`src/rtl/hsdaoh_pkg.sv`:
```
// Shared state, mode encodings and default LFSR taps for the hsdaoh pattern source.
package hsdaoh_pkg;

  typedef enum logic [1:0] {
    IDLE = 2'd0,
    RUN  = 2'd1,
    GAP  = 2'd2
  } state_e;

  localparam logic [1:0] MODE_COUNTER = 2'd0;
  localparam logic [1:0] MODE_PRBS    = 2'd1;
  localparam logic [1:0] MODE_WALK    = 2'd2;
  localparam logic [1:0] MODE_CONST   = 2'd3;

  localparam logic [15:0] LFSR_TAPS_16 = 16'hB400;
  localparam logic [31:0] LFSR_TAPS_32 = 32'hA300_0000;

  // Maximal-length Galois masks; callers truncate to their own width.
  function automatic logic [31:0] default_taps(input int width);
    case (width)
      8:       return 32'h0000_00B8;
      16:      return {16'h0000, LFSR_TAPS_16};
      32:      return LFSR_TAPS_32;
      default: return {16'h0000, LFSR_TAPS_16};
    endcase
  endfunction

endpackage

```
`src/rtl/hsdaoh_lfsr.sv`:
```
// Single right-shifting Galois LFSR; a zero load value is replaced by all-ones.
// State updates one cycle after load_i/advance_i; load wins over advance.
module hsdaoh_lfsr #(
  parameter int              WIDTH = 16,
  parameter logic [WIDTH-1:0] TAPS = WIDTH'(16'hB400)
) (
  input  logic             clk_i,
  input  logic             rst_i,
  input  logic             load_i,
  input  logic [WIDTH-1:0] seed_i,
  input  logic             advance_i,
  output logic [WIDTH-1:0] state_o
);

  logic [WIDTH-1:0] state_q, state_d;

  always_comb begin
    state_d = state_q;
    if (load_i) begin
      state_d = (seed_i == '0) ? '1 : seed_i;
    end else if (advance_i) begin
      state_d = (state_q >> 1) ^ (state_q[0] ? TAPS : '0);
    end
  end

  always_ff @(posedge clk_i) begin
    if (rst_i) begin
      state_q <= '1;
    end else begin
      state_q <= state_d;
    end
  end

  assign state_o = state_q;

endmodule

```
`src/rtl/hsdaoh_pattern_gen.sv`:
```
// Multi-channel test-pattern source driving the async FIFO write side with burst/gap framing.
// Latency: enable edge enters RUN, first beat registered one cycle later, then one beat per cycle.
// Backpressure: fifo_full either stalls the pattern or advances it and counts dropped beats.
module hsdaoh_pattern_gen
  import hsdaoh_pkg::*;
#(
  parameter int                    DATA_WIDTH    = 16,
  parameter int                    NUM_CHANNELS  = 1,
  parameter logic [DATA_WIDTH-1:0] LFSR_TAPS     = DATA_WIDTH'(default_taps(DATA_WIDTH)),
  parameter bit                    STALL_ON_FULL = 1'b1
) (
  input  logic                               clk_data,
  input  logic                               rst,
  input  logic                               enable,
  input  logic [1:0]                         mode,
  input  logic [DATA_WIDTH-1:0]              seed,
  input  logic [15:0]                        burst_len,
  input  logic [15:0]                        gap_len,
  input  logic                               fifo_full,
  output logic [NUM_CHANNELS*DATA_WIDTH-1:0] data_out,
  output logic                               data_valid,
  output logic [31:0]                        words_sent,
  output logic [15:0]                        drop_cnt,
  output logic                               busy
);

  localparam int OW = NUM_CHANNELS * DATA_WIDTH;

  state_e                state_q, state_d;
  logic [1:0]            mode_q, mode_d;
  logic [DATA_WIDTH-1:0] seed_q, seed_d;
  logic [DATA_WIDTH-1:0] base_q, base_d;
  logic [DATA_WIDTH-1:0] walk_q, walk_d;
  logic [15:0]           burst_len_q, burst_len_d;
  logic [15:0]           gap_len_q, gap_len_d;
  logic [15:0]           burst_cnt_q, burst_cnt_d;
  logic [15:0]           gap_cnt_q, gap_cnt_d;
  logic [15:0]           drop_cnt_q, drop_cnt_d;
  logic [31:0]           words_sent_q, words_sent_d;
  logic [OW-1:0]         data_q, data_d;
  logic                  valid_q, valid_d;

  logic [OW-1:0]         pattern;
  logic [DATA_WIDTH-1:0] lfsr_state [NUM_CHANNELS];
  logic                  start;
  logic                  advance;

  function automatic logic [DATA_WIDTH-1:0] rotl(input logic [DATA_WIDTH-1:0] v, input int unsigned n);
    logic [2*DATA_WIDTH-1:0] dbl;
    dbl = {v, v} << (n % DATA_WIDTH);
    return dbl[2*DATA_WIDTH-1 -: DATA_WIDTH];
  endfunction

  assign start   = enable && (state_q == IDLE);
  // A dropped beat still consumes pattern and burst position; a stalled one does not.
  assign advance = enable && (state_q == RUN) && (!fifo_full || (STALL_ON_FULL == 1'b0));

  for (genvar k = 0; k < NUM_CHANNELS; k++) begin : g_lfsr
    hsdaoh_lfsr #(
      .WIDTH (DATA_WIDTH),
      .TAPS  (LFSR_TAPS)
    ) u_lfsr (
      .clk_i     (clk_data),
      .rst_i     (rst),
      .load_i    (start),
      .seed_i    (seed ^ DATA_WIDTH'(k)),
      .advance_i (advance),
      .state_o   (lfsr_state[k])
    );
  end

  always_comb begin
    pattern = '0;
    for (int k = 0; k < NUM_CHANNELS; k++) begin
      case (mode_q)
        MODE_COUNTER: pattern[k*DATA_WIDTH +: DATA_WIDTH] = base_q + DATA_WIDTH'(k);
        MODE_PRBS:    pattern[k*DATA_WIDTH +: DATA_WIDTH] = lfsr_state[k];
        MODE_WALK:    pattern[k*DATA_WIDTH +: DATA_WIDTH] = rotl(walk_q, k);
        default:      pattern[k*DATA_WIDTH +: DATA_WIDTH] = seed_q ^ DATA_WIDTH'(k);
      endcase
    end
  end

  always_comb begin
    state_d      = state_q;
    mode_d       = mode_q;
    seed_d       = seed_q;
    base_d       = base_q;
    walk_d       = walk_q;
    burst_len_d  = burst_len_q;
    gap_len_d    = gap_len_q;
    burst_cnt_d  = burst_cnt_q;
    gap_cnt_d    = gap_cnt_q;
    drop_cnt_d   = drop_cnt_q;
    words_sent_d = words_sent_q;
    data_d       = data_q;
    valid_d      = 1'b0;

    if (!enable) begin
      state_d = IDLE;
    end else begin
      case (state_q)
        IDLE: begin
          state_d      = RUN;
          mode_d       = mode;
          seed_d       = seed;
          burst_len_d  = burst_len;
          gap_len_d    = gap_len;
          base_d       = seed;
          walk_d       = DATA_WIDTH'(1);
          burst_cnt_d  = '0;
          gap_cnt_d    = '0;
          drop_cnt_d   = '0;
          words_sent_d = '0;
        end
        RUN: begin
          if (!fifo_full) begin
            data_d       = pattern;
            valid_d      = 1'b1;
            words_sent_d = words_sent_q + 32'd1;
          end else if (STALL_ON_FULL == 1'b0 && drop_cnt_q != 16'hFFFF) begin
            drop_cnt_d = drop_cnt_q + 16'd1;
          end
          if (advance) begin
            base_d = base_q + DATA_WIDTH'(NUM_CHANNELS);
            walk_d = rotl(walk_q, 1);
            if (burst_len_q != 16'd0) begin
              if (burst_cnt_q == burst_len_q - 16'd1) begin
                burst_cnt_d = '0;
                if (gap_len_q != 16'd0) begin
                  state_d   = GAP;
                  gap_cnt_d = gap_len_q;
                end
              end else begin
                burst_cnt_d = burst_cnt_q + 16'd1;
              end
            end
          end
        end
        GAP: begin
          if (gap_cnt_q <= 16'd1) begin
            state_d = RUN;
          end else begin
            gap_cnt_d = gap_cnt_q - 16'd1;
          end
        end
        default: state_d = IDLE;
      endcase
    end
  end

  always_ff @(posedge clk_data) begin
    if (rst) begin
      state_q      <= IDLE;
      mode_q       <= MODE_COUNTER;
      seed_q       <= '0;
      base_q       <= '0;
      walk_q       <= DATA_WIDTH'(1);
      burst_len_q  <= '0;
      gap_len_q    <= '0;
      burst_cnt_q  <= '0;
      gap_cnt_q    <= '0;
      drop_cnt_q   <= '0;
      words_sent_q <= '0;
      data_q       <= '0;
      valid_q      <= 1'b0;
    end else begin
      state_q      <= state_d;
      mode_q       <= mode_d;
      seed_q       <= seed_d;
      base_q       <= base_d;
      walk_q       <= walk_d;
      burst_len_q  <= burst_len_d;
      gap_len_q    <= gap_len_d;
      burst_cnt_q  <= burst_cnt_d;
      gap_cnt_q    <= gap_cnt_d;
      drop_cnt_q   <= drop_cnt_d;
      words_sent_q <= words_sent_d;
      data_q       <= data_d;
      valid_q      <= valid_d;
    end
  end

  assign data_out   = data_q;
  assign data_valid = valid_q;
  assign words_sent = words_sent_q;
  assign drop_cnt   = drop_cnt_q;
  assign busy       = (state_q != IDLE);

endmodule

```
`config.mk`:
```
export PLATFORM = sky130hd
export DESIGN_NAME = hsdaoh_pattern_gen
export DESIGN_NICKNAME = d
export VERILOG_FILES = /design/src/rtl/hsdaoh_pkg.sv /design/src/rtl/hsdaoh_lfsr.sv /design/src/rtl/hsdaoh_pattern_gen.sv
export SDC_FILE = /design/constraint.sdc
export NUM_CORES = 1
export LEC_CHECK = 0
export CORE_MARGIN = 2
export CORE_UTILIZATION = 53
export CTS_BUF_LIST = sky130_fd_sc_hd__clkbuf_2 sky130_fd_sc_hd__clkbuf_4 sky130_fd_sc_hd__clkbuf_8
export CTS_CLUSTER_DIAMETER = 30
export DETAILED_ROUTE_END_ITERATION = 8
export PLACE_DENSITY = 0.77
export SLEW_MARGIN = 10
export SYNTH_ARGS = -nofsm -noshare
export SYNTH_HDL_FRONTEND = slang
export SYNTH_SLANG_ARGS = --single-unit
export TNS_END_PERCENT = 10
```
`constraint.sdc`:
```
create_clock -name clk_data -period 6.15 [get_ports clk_data]
set_clock_uncertainty 0.05 [all_clocks]
set_input_delay 1.23 -clock clk_data [delete_from_list [all_inputs] [get_ports clk_data]]
set_output_delay 1.23 -clock clk_data [all_outputs]
set_load 0.01 [all_outputs]
```
## Word level (Yosys, flattened, before mapping)

Index checks and enable logic that the tools add are counted.
Widths: inputs -> output; s select.

| operators by class | value |
|---|---|
| reduce and logical (&&, ||, !) cells | 22 |
| bitwise operators | 4 |
| order comparisons | 1 |
| eq/ne operators | 12 |
| mux-type cells | 28 |
| add/subtract/negate cells | 5 |

Operators with widths:

| cell | number |
|---|---|
| $mux 16 | 14 |
| $pmux 16 s2 | 3 |
| $pmux 16 s3 | 2 |
| $pmux 32 s2 | 1 |
| $add 16x1->16 const B | 2 |
| $add 32x1->32 const B | 1 |
| $mux 32 | 1 |
| $reduce_bool 16->1 | 2 |
| $sub 16x1->16 const B | 2 |
| $eq 16x16->1 | 1 |
| $le 16x1->1 const B | 1 |
| $logic_not 16->1 | 1 |
| $xor 15x16->16 | 1 |
| $mux 2 | 5 |
| $reduce_and 3->1 | 3 |
| $ne 2x2->1 const B | 4 |
| $reduce_and 7->1 | 1 |
| $ne 2x1->1 const B | 3 |
| $pmux 2 s3 | 1 |
| $reduce_bool 2->1 | 3 |
| $reduce_and 5->1 | 1 |
| $eq 2x1->1 const B | 2 |
| $eq 2x2->1 const B | 2 |
| $logic_not 2->1 | 2 |
| 9 further kinds | 13 |

| storage, ports and cells | value |
|---|---|
| bits of input ports | 54 |
| output and inout bits | 66 |
| logic and storage cells | 85 |
| bits in registers | 181 |

## Logic depth before layout (Yosys ltp)

Gate-level depths: netlist of run 1.

| depth | value |
|---|---|
| depth after elaboration | 6 |
| gate-level depth with buffers | 12 |
| gate-level depth less buffers | 10 |

## Cells and area by module

Synthesis of run 1 repeated with hierarchy kept, for this count alone.

| second synthesis, totals | value |
|---|---|
| cell total of the unflattened synthesis | 1085 |
| area total of the unflattened synthesis | 9226.3 µm² |

By module, submodules not included:

| module | area each (µm²) | times used | seq. area each (µm²) | cells each |
|---|---|---|---|---|
| hsdaoh_pattern_gen | 8308.0 | 1 | 3303.2 | 987 |
| hsdaoh_lfsr | 918.4 | 1 | 320.3 | 98 |

## Worst setup path after synthesis of run 1

OpenSTA, ideal clock, no wires.

| timing | value |
|---|---|
| kind | input to register |
| from | in enable |
| to | reg burst_cnt_q[15] |
| data arrival time | 3191 ps |
| stages on the path | 9 |
| path buffers | 1 |
| path slack | 2792 ps |
| cells stage by stage | clkbuf_1 a21boi_0 nand2_1 a21oi_1 nand4_1 nor3_1 nand4_1 xor2_1 nor2_1 |

| on the way | value |
|---|---|
| cells in the longest elaborated chain, start to end | 4 |

RTL lines:

| what | line | RTL |
|---|---|---|
| from (decl) | hsdaoh_pattern_gen.sv:14 | `input logic enable,` |
| $logic_and 1x1->1 (2 in series) | hsdaoh_pattern_gen.sv:56 | `assign advance = enable && (state_q == RUN) && (!fifo_full \|\| (STALL_ON_FULL == 1'b0));` |
| $ne 2x2->1 (no source line) | n/a |  |
| $reduce_and 4->1 (no source line) * | n/a |  |
| to (signal assigned) | hsdaoh_pattern_gen.sv:175 | `burst_cnt_q <= burst_cnt_d;` |
| to (decl) | hsdaoh_pattern_gen.sv:36 | `logic [15:0] burst_cnt_q, burst_cnt_d;` |

Every way passes the cells marked *; elsewhere a longest branch is shown, timed or not.
A chain may end at the register's enable or synchronous reset.

## Final worst setup path of run 1

| timing | value |
|---|---|
| from | reg burst_len_q[0] |
| to | reg gap_cnt_q[7] |

| on the way | value |
|---|---|
| cells in the longest elaborated chain, start to end | 4 |
| elaborated cells on any way between the ends | 6 |

RTL lines:

| what | line | RTL |
|---|---|---|
| from (decl) | hsdaoh_pattern_gen.sv:34 | `logic [15:0] burst_len_q, burst_len_d;` |
| from (signal assigned) | hsdaoh_pattern_gen.sv:173 | `burst_len_q <= burst_len_d;` |
| $sub 16x1->16 | hsdaoh_pattern_gen.sv:128 | `if (burst_cnt_q == burst_len_q - 16'd1) begin` |
| $eq 16x16->1 | hsdaoh_pattern_gen.sv:128 |  |
| $ne 2x1->1 (no source line) | n/a |  |
| $reduce_and 7->1 (no source line) * | n/a |  |
| to (signal assigned) | hsdaoh_pattern_gen.sv:176 | `gap_cnt_q <= gap_cnt_d;` |
| to (decl) | hsdaoh_pattern_gen.sv:37 | `logic [15:0] gap_cnt_q, gap_cnt_d;` |

Marked as above.

==> impl_metrics.toml, run 1 <==
[global_routing]
first_global_vias = 7377
grt_use_total_pct = 25.2
grt_pass1_wl_um = 36700
grt_overflow = 0
grt_antenna_before_repair = 0
grt_max_degree = 93

[layout]
n_antenna_cell = 0
finish.net_count = 1213
area_growth_pct = 16.3
fin_area_mm2 = 0.0103
finish.utilization_pct = 62.6
layout-drive-gt1-share_pct = 6.20

[pwr]
ir_drop_mv = 0.162
p_leak_nw = 3.73
power.density_mw_per_mm2 = 240

[floorplanning]
ioPinCount = 120
die-area_mm2 = 0.0178
start_util_pct = 53.8
fp.coreArea_mm2 = 0.0165
die_x_um = 133
dieHeight_um = 133
rows = 47

[clock_tree]
cts_tree = "built"
max-clock-path-buffers = 2
clkTransAtPathRegs_ns = 0.10
post_cts_resized = 0
cts_buffers = 17
hold_buffers = 0
cts.sinks = 181
insertion_delay_ns = 0.47
cts-root-buf = "clkbuf_8"
h-tree-depth = 4
post_cts_buffers = 0

[sta]
final.setup.worst_slack_ns = 2.11
fin_setup_tns_ns = 0
min_period_ns = 4.04
fin_crit_sh_pct = 65.7
rsz0062_at_grt = "no"
worst_pin_slew_ns = 1.14
fmax_ghz = 0.248
maxSlewViolCount = 0
max_slew_margin_pct = 24.2
finalSetupViolations = 0
hold_violations = 0

[critical_path]
crit_arrival_ns = 4.30
endpoint_kind = "register"
cp_max_fo = 17
start_kind = "register"
crit_start = "burst_len_q[0]$_SDFFE_PP0P_"
cp.required_ns = 6.41
criticalPathCategory = "reg -> reg"
r2r-start = "burst_len_q[0]$_SDFFE_PP0P_"

[synth]
synth-edff-count = 0
syn-cell-area_mm2 = 0.00887
synthXorXnorAreaFrac_pct = 6.72
post-synth-top-area-fraction_pct = 40.9
synth_simple_gate_area_share_pct = 24.5
yosys.cell_count.top_type = "nand2_1"
synth_top_family_by_area = "simple AND/OR/NAND/NOR gates"
ys_async_sr_fraction_pct = 0
yosysSeqAreaShare_pct = 40.9
yosysTopAreaCell = "dfxtp_1"
synth_common_cells = "229 x nand2_1, 181 x dfxtp_1, 107 x nor2_1, 84 x a21oi_1, 57 x clkbuf_1"
synth.avg_cell_area_um2 = 8.16
synthCells = 1087
synth_seq_cells = 181
synth_flop_cell = "dfxtp_1"
synth.area.top_cells = "dfxtp_1 41%, nand2_1 9.7%, a21oi_1 4.7%"
ys_warn_count = 0
ys_types = 59
synth-compound-area-share_pct = 15.9
synthAdderAreaFrac_pct = 1.41
synth_mux_area_share_pct = 5.39

[status]
status = "finished clean"

[detailed_routing]
ant_nets = 0
drcViolationCount = 0
drt_iter0_drc = 869
drt_first_pass_iters = 8
via_per_inst = 5.76
vias = 7955
routedWlPerCell_um = 16.0
finalWirelength_um = 22100

[place]
io_buffers = 103
dp_hpwl_um = 14600
finalWeightedCongestion = 0.848
pre_cts_slack_ns = 1.83
placed_area_mm2 = 0.00991

[run]
maxCapViolCount = 0

[min_path]
min_from = "data_out[4]$_SDFFE_PP0P_"
min_path_type = "reg -> reg"
## final cells by class
cell class	instances	area, µm²
inverters	17	63.8
well taps	220	275
clock buffers	19	255
fillers	1460	6150
repair buffers	113	1100
multi-input cells	819	4850
flip-flops and latches	181	3620
clock inverters	13	149
## worst max-delay path: stages, from the launching register on
cell and delay, ns:
dfxtp_1 0.36, inv_1 0.07, ha_1 0.20, or4b_1 0.63, or4b_1 0.55, a31oi_1 0.17
a21oi_1 0.11, o41a_1 0.68, nor2_1 0.85, o21ai_0 0.21
## layer usage
layer	wire length (µm)	share of wire [%]	vias to the layer above	GRT usage, %
met5	0	0	-	0
met4	284	1.3	0	6.68
met3	1570	7.1	24	6.51
met2	10300	46	281	39.7
met1	10000	45	3743	34.7
li1	-	-	3907	-
## per-stage QoR
| step | power [W] | hold WS (ns) | cells |
|---|---|---|---|
| 4_1_cts | 0.00248 | 0.409 | 1382 |
| 2_1_floorplan | 0.00155 | 0.383 | 1102 |
| 6_report | 0.00248 | 0.406 | 1382 |
| 3_3_place_gp | 0.00165 | 0.390 | 1350 |
| 3_5_place_dp | 0.00166 | 0.396 | 1350 |
| 5_1_grt | 0.00259 | 0.427 | 1382 |
## path summary, 6_finish.rpt
path                            slack [ns]  depth (start not counted)                         to
worst max-delay path                  2.11                          9  gap_cnt_q[7]$_SDFFE_PP0P_
worst min-delay path                  0.41                          2   data_out[4]$_SDFFE_PP0P_
worst max register to register        2.11                          9  gap_cnt_q[7]$_SDFFE_PP0P_
worst min register to register        0.41                          2   data_out[4]$_SDFFE_PP0P_
## logic make-up (layout without fill, tap and decap cells)
logic type / Yosys count / after routing
DFF: 181 / 181
and+or+nand+nor: 482 / 482
adders and majority gates: 10 / 10
other: 1 / 16
xor gates and xnor gates: 68 / 68
buffers and inverters: 102 / 162
muxes: 27 / 27
AOI/OAI and AO/OA: 216 / 216
## layout by cell type (no fill, tap or decap), types with 8 or more instances in the layout
cell type | netlist | layout
conb_1 | 1 | 16
ha_1 | 10 | 10
nand2_1 | 229 | 228
nor3_1 | 12 | 12
clkdlybuf4s50_1 | 0 | 102
buf_4 | 17 | 10
mux4_2 | 16 | 16
nor4_1 | 14 | 14
o21ai_0 | 31 | 30
a22oi_1 | 10 | 10
inv_1 | 17 | 17
nor2_1 | 107 | 107
nand4_1 | 12 | 12
a222oi_1 | 13 | 13
a21oi_1 | 84 | 84
o31ai_1 | 10 | 10
xnor2_1 | 29 | 29
xor2_1 | 39 | 39
nor2b_1 | 8 | 8
or3_1 | 9 | 9
or4_1 | 15 | 15
a22o_1 | 16 | 16
dfxtp_1 | 181 | 181
clkbuf_8 | 0 | 18
nand3_1 | 41 | 41
and3_1 | 13 | 13
## sequential cells by signal, indices dropped and copies added, names as in the netlist
register / cells
gap_len_q: 16
data_valid: 1
gap_cnt_q: 16
data_out: 16
walk_q: 16
burst_len_q: 16
g_lfsr.u_lfsr.state_o: 16
mode_q: 2
burst_cnt_q: 16
seed_q: 16
words_sent: 32
state_q: 2
base_q: 16
## where the power goes
| part | internal [W] | switching (W) |
|---|---|---|
| clock network | 0.000382 | 0.000449 |
| logic | 0.000155 | 0.000218 |
| registers | 0.00122 | 0.0000532 |
(Power assumes the default switching activity.)
==> run 2: changes to the inputs <==
==> constraint.sdc (replaced) <==
create_clock -name clk_data -period 3.9 [get_ports clk_data]
set_clock_uncertainty 0.05 [all_clocks]
set_input_delay 0.78 -clock clk_data [delete_from_list [all_inputs] [get_ports clk_data]]
set_output_delay 0.78 -clock clk_data [all_outputs]
set_load 0.01 [all_outputs]
==> run 2 against run 1 <==
Net effect: combinational power rose by 62%; wire length up 1.5%; non-clock buffer count rose by 16; flip-flop and latch count unchanged; sequential power is 58% higher; final area increased by 1.2%; clock-buffer cell count shrank 1; critical path type unchanged; critical endpoint is now gap_cnt_q[5]$_SDFFE_PP0P_; largest power group unchanged.
==> impl_metrics.toml, run 2 (synthesized netlist as in run 1, its figures left out) <==
[status]
status = "finished clean"

[layout]
final_cell_mix = "228 x nand2_1, 181 x dfxtp_1, 107 x nor2_1, 102 x clkdlybuf4s50_1, 84 x a21oi_1"
fin_area_mm2 = 0.0104
largest_register_ffs = 32
area_growth_pct = 17.7
n_antenna_cell = 0
final_common_cell = "nand2_1"
finish.net_count = 1229
layout-drive-gt1-share_pct = 7.56
final_cells = 1398
finish.utilization_pct = 63.4

[critical_path]
criticalPathCategory = "reg -> reg"
slowest_stage = "o41a_1"
crit_top_cell = "or4b_1"
cp_max_fo = 17
crit_arrival_ns = 3.98
cp.required_ns = 4.23
max_stage_delay_ns = 0.69
crit_chain = "inv_1 -> ha_1 -> or4b_1 -> or4b_1 -> a31oi_1 -> a21oi_1 -> o41a_1 -> or3_1 -> a32o_1"
endpoint_kind = "register"
start_kind = "register"

[clock_tree]
cts_tree = "built"
post_cts_buffers = 0
cts-root-buf = "clkbuf_8"
clkTransAtPathRegs_ns = 0.10
cts_buffers = 17
insertion_delay_ns = 0.49
h-tree-depth = 4
post_cts_resized = 0
hold_buffers = 0
cts.sinks = 181
max-clock-path-buffers = 2

[min_path]
min_path_type = "reg -> reg"

[floorplanning]
rows = 47
dieHeight_um = 133
start_util_pct = 53.8
fp.coreArea_mm2 = 0.0165
die-area_mm2 = 0.0178
die_x_um = 133
ioPinCount = 120

[global_routing]
grt_antenna_before_repair = 0
first_global_vias = 7428
grt_overflow = 0
grt_use_total_pct = 25.6
grt_pass1_wl_um = 36900
grt_max_degree = 42

[sta]
finalSetupViolations = 0
worst_pin_slew_ns = 1.10
min_period_ns = 3.64
fin_crit_sh_pct = 93.4
max_slew_margin_pct = 26.8
fin_setup_tns_ns = 0
final.setup.worst_slack_ns = 0.257
hold_violations = 0
maxSlewViolCount = 0
rsz0062_at_grt = "no"
fmax_ghz = 0.274

[place]
io_buffers = 103
finalWeightedCongestion = 0.919
pre_cts_slack_ns = 0.304
dp_hpwl_um = 15400
placed_area_mm2 = 0.0100
dp_cells = 1366

[detailed_routing]
routedWlPerCell_um = 16.1
vias = 8044
drt_iter0_drc = 790
ant_nets = 0
drcViolationCount = 0
finalWirelength_um = 22500
via_per_inst = 5.75
drt_first_pass_iters = 6

[pwr]
power.density_mw_per_mm2 = 377
p_leak_nw = 3.82
ir_drop_mv = 0.232

[run]
maxCapViolCount = 0
[run 2: cell types whose count changed in the layout (fill, tap and decap cells not counted), sizes merged]
cell,delta
buf,+16
inv,+5
clkinv,-2
bufinv,-1
clkbuf,-1
clkinvlp,-1
[run 2: path summary, 6_finish.rpt]
kind                                     to  depth (start not counted)                   startpoint  slack (ns)
setup / recovery  gap_cnt_q[5]$_SDFFE_PP0P_                          9  burst_len_q[0]$_SDFFE_PP0P_        0.26
hold / removal     data_out[3]$_SDFFE_PP0P_                          2     data_out[3]$_SDFFE_PP0P_        0.40
setup reg to reg  gap_cnt_q[5]$_SDFFE_PP0P_                          9  burst_len_q[0]$_SDFFE_PP0P_        0.26
hold reg to reg    data_out[3]$_SDFFE_PP0P_                          2     data_out[3]$_SDFFE_PP0P_        0.40
[run 2: stage by stage]
stage | hold WS [ns] | power (W)
global placement | 0.389 | 0.00264
finish | 0.405 | 0.00393
CTS | 0.409 | 0.00394
global route | 0.426 | 0.00409
floorplan | 0.383 | 0.00245
detailed placement | 0.396 | 0.00265
[run 2: layout make-up]
type                    count  area (µm²)
clock inverters            14         161
flip-flops and latches    181        3620
multi-input cells         819        4850
repair buffers            129        1220
well taps                 220         275
fillers                  1469        6030
clock buffers              18         241
inverters                  17        63.8
[run 2: critical path, delay by kind of cell (launching register included)]
kind / cells / cell delay (ns)
AO/OA/AOI/OAI: 4 / 1.24
buffers and inverters: 1 / 0.07
adder cells (fa/ha/maj): 1 / 0.22
flip-flops: 1 / 0.36
AND/OR/NAND/NOR: 3 / 1.61
[run 2: routing by layer]
layer  vias up  routed length [µm]  global-route usage [%]
li1       3945                   -                       -
met1      3774               10200                    35.4
met2       292               10000                    39.4
met3        33                1770                    6.01
met4         0                 427                    9.16
met5         -                   0                       0
[run 2: power by group]
group | internal, W | total, W | switching [W]
clock | 0.000547 | 0.00132 | 0.000768
combinational | 0.000262 | 0.000605 | 0.000343
sequential | 0.00192 | 0.00201 | 0.0000909
total | 0.00273 | 0.00393 | 0.00120
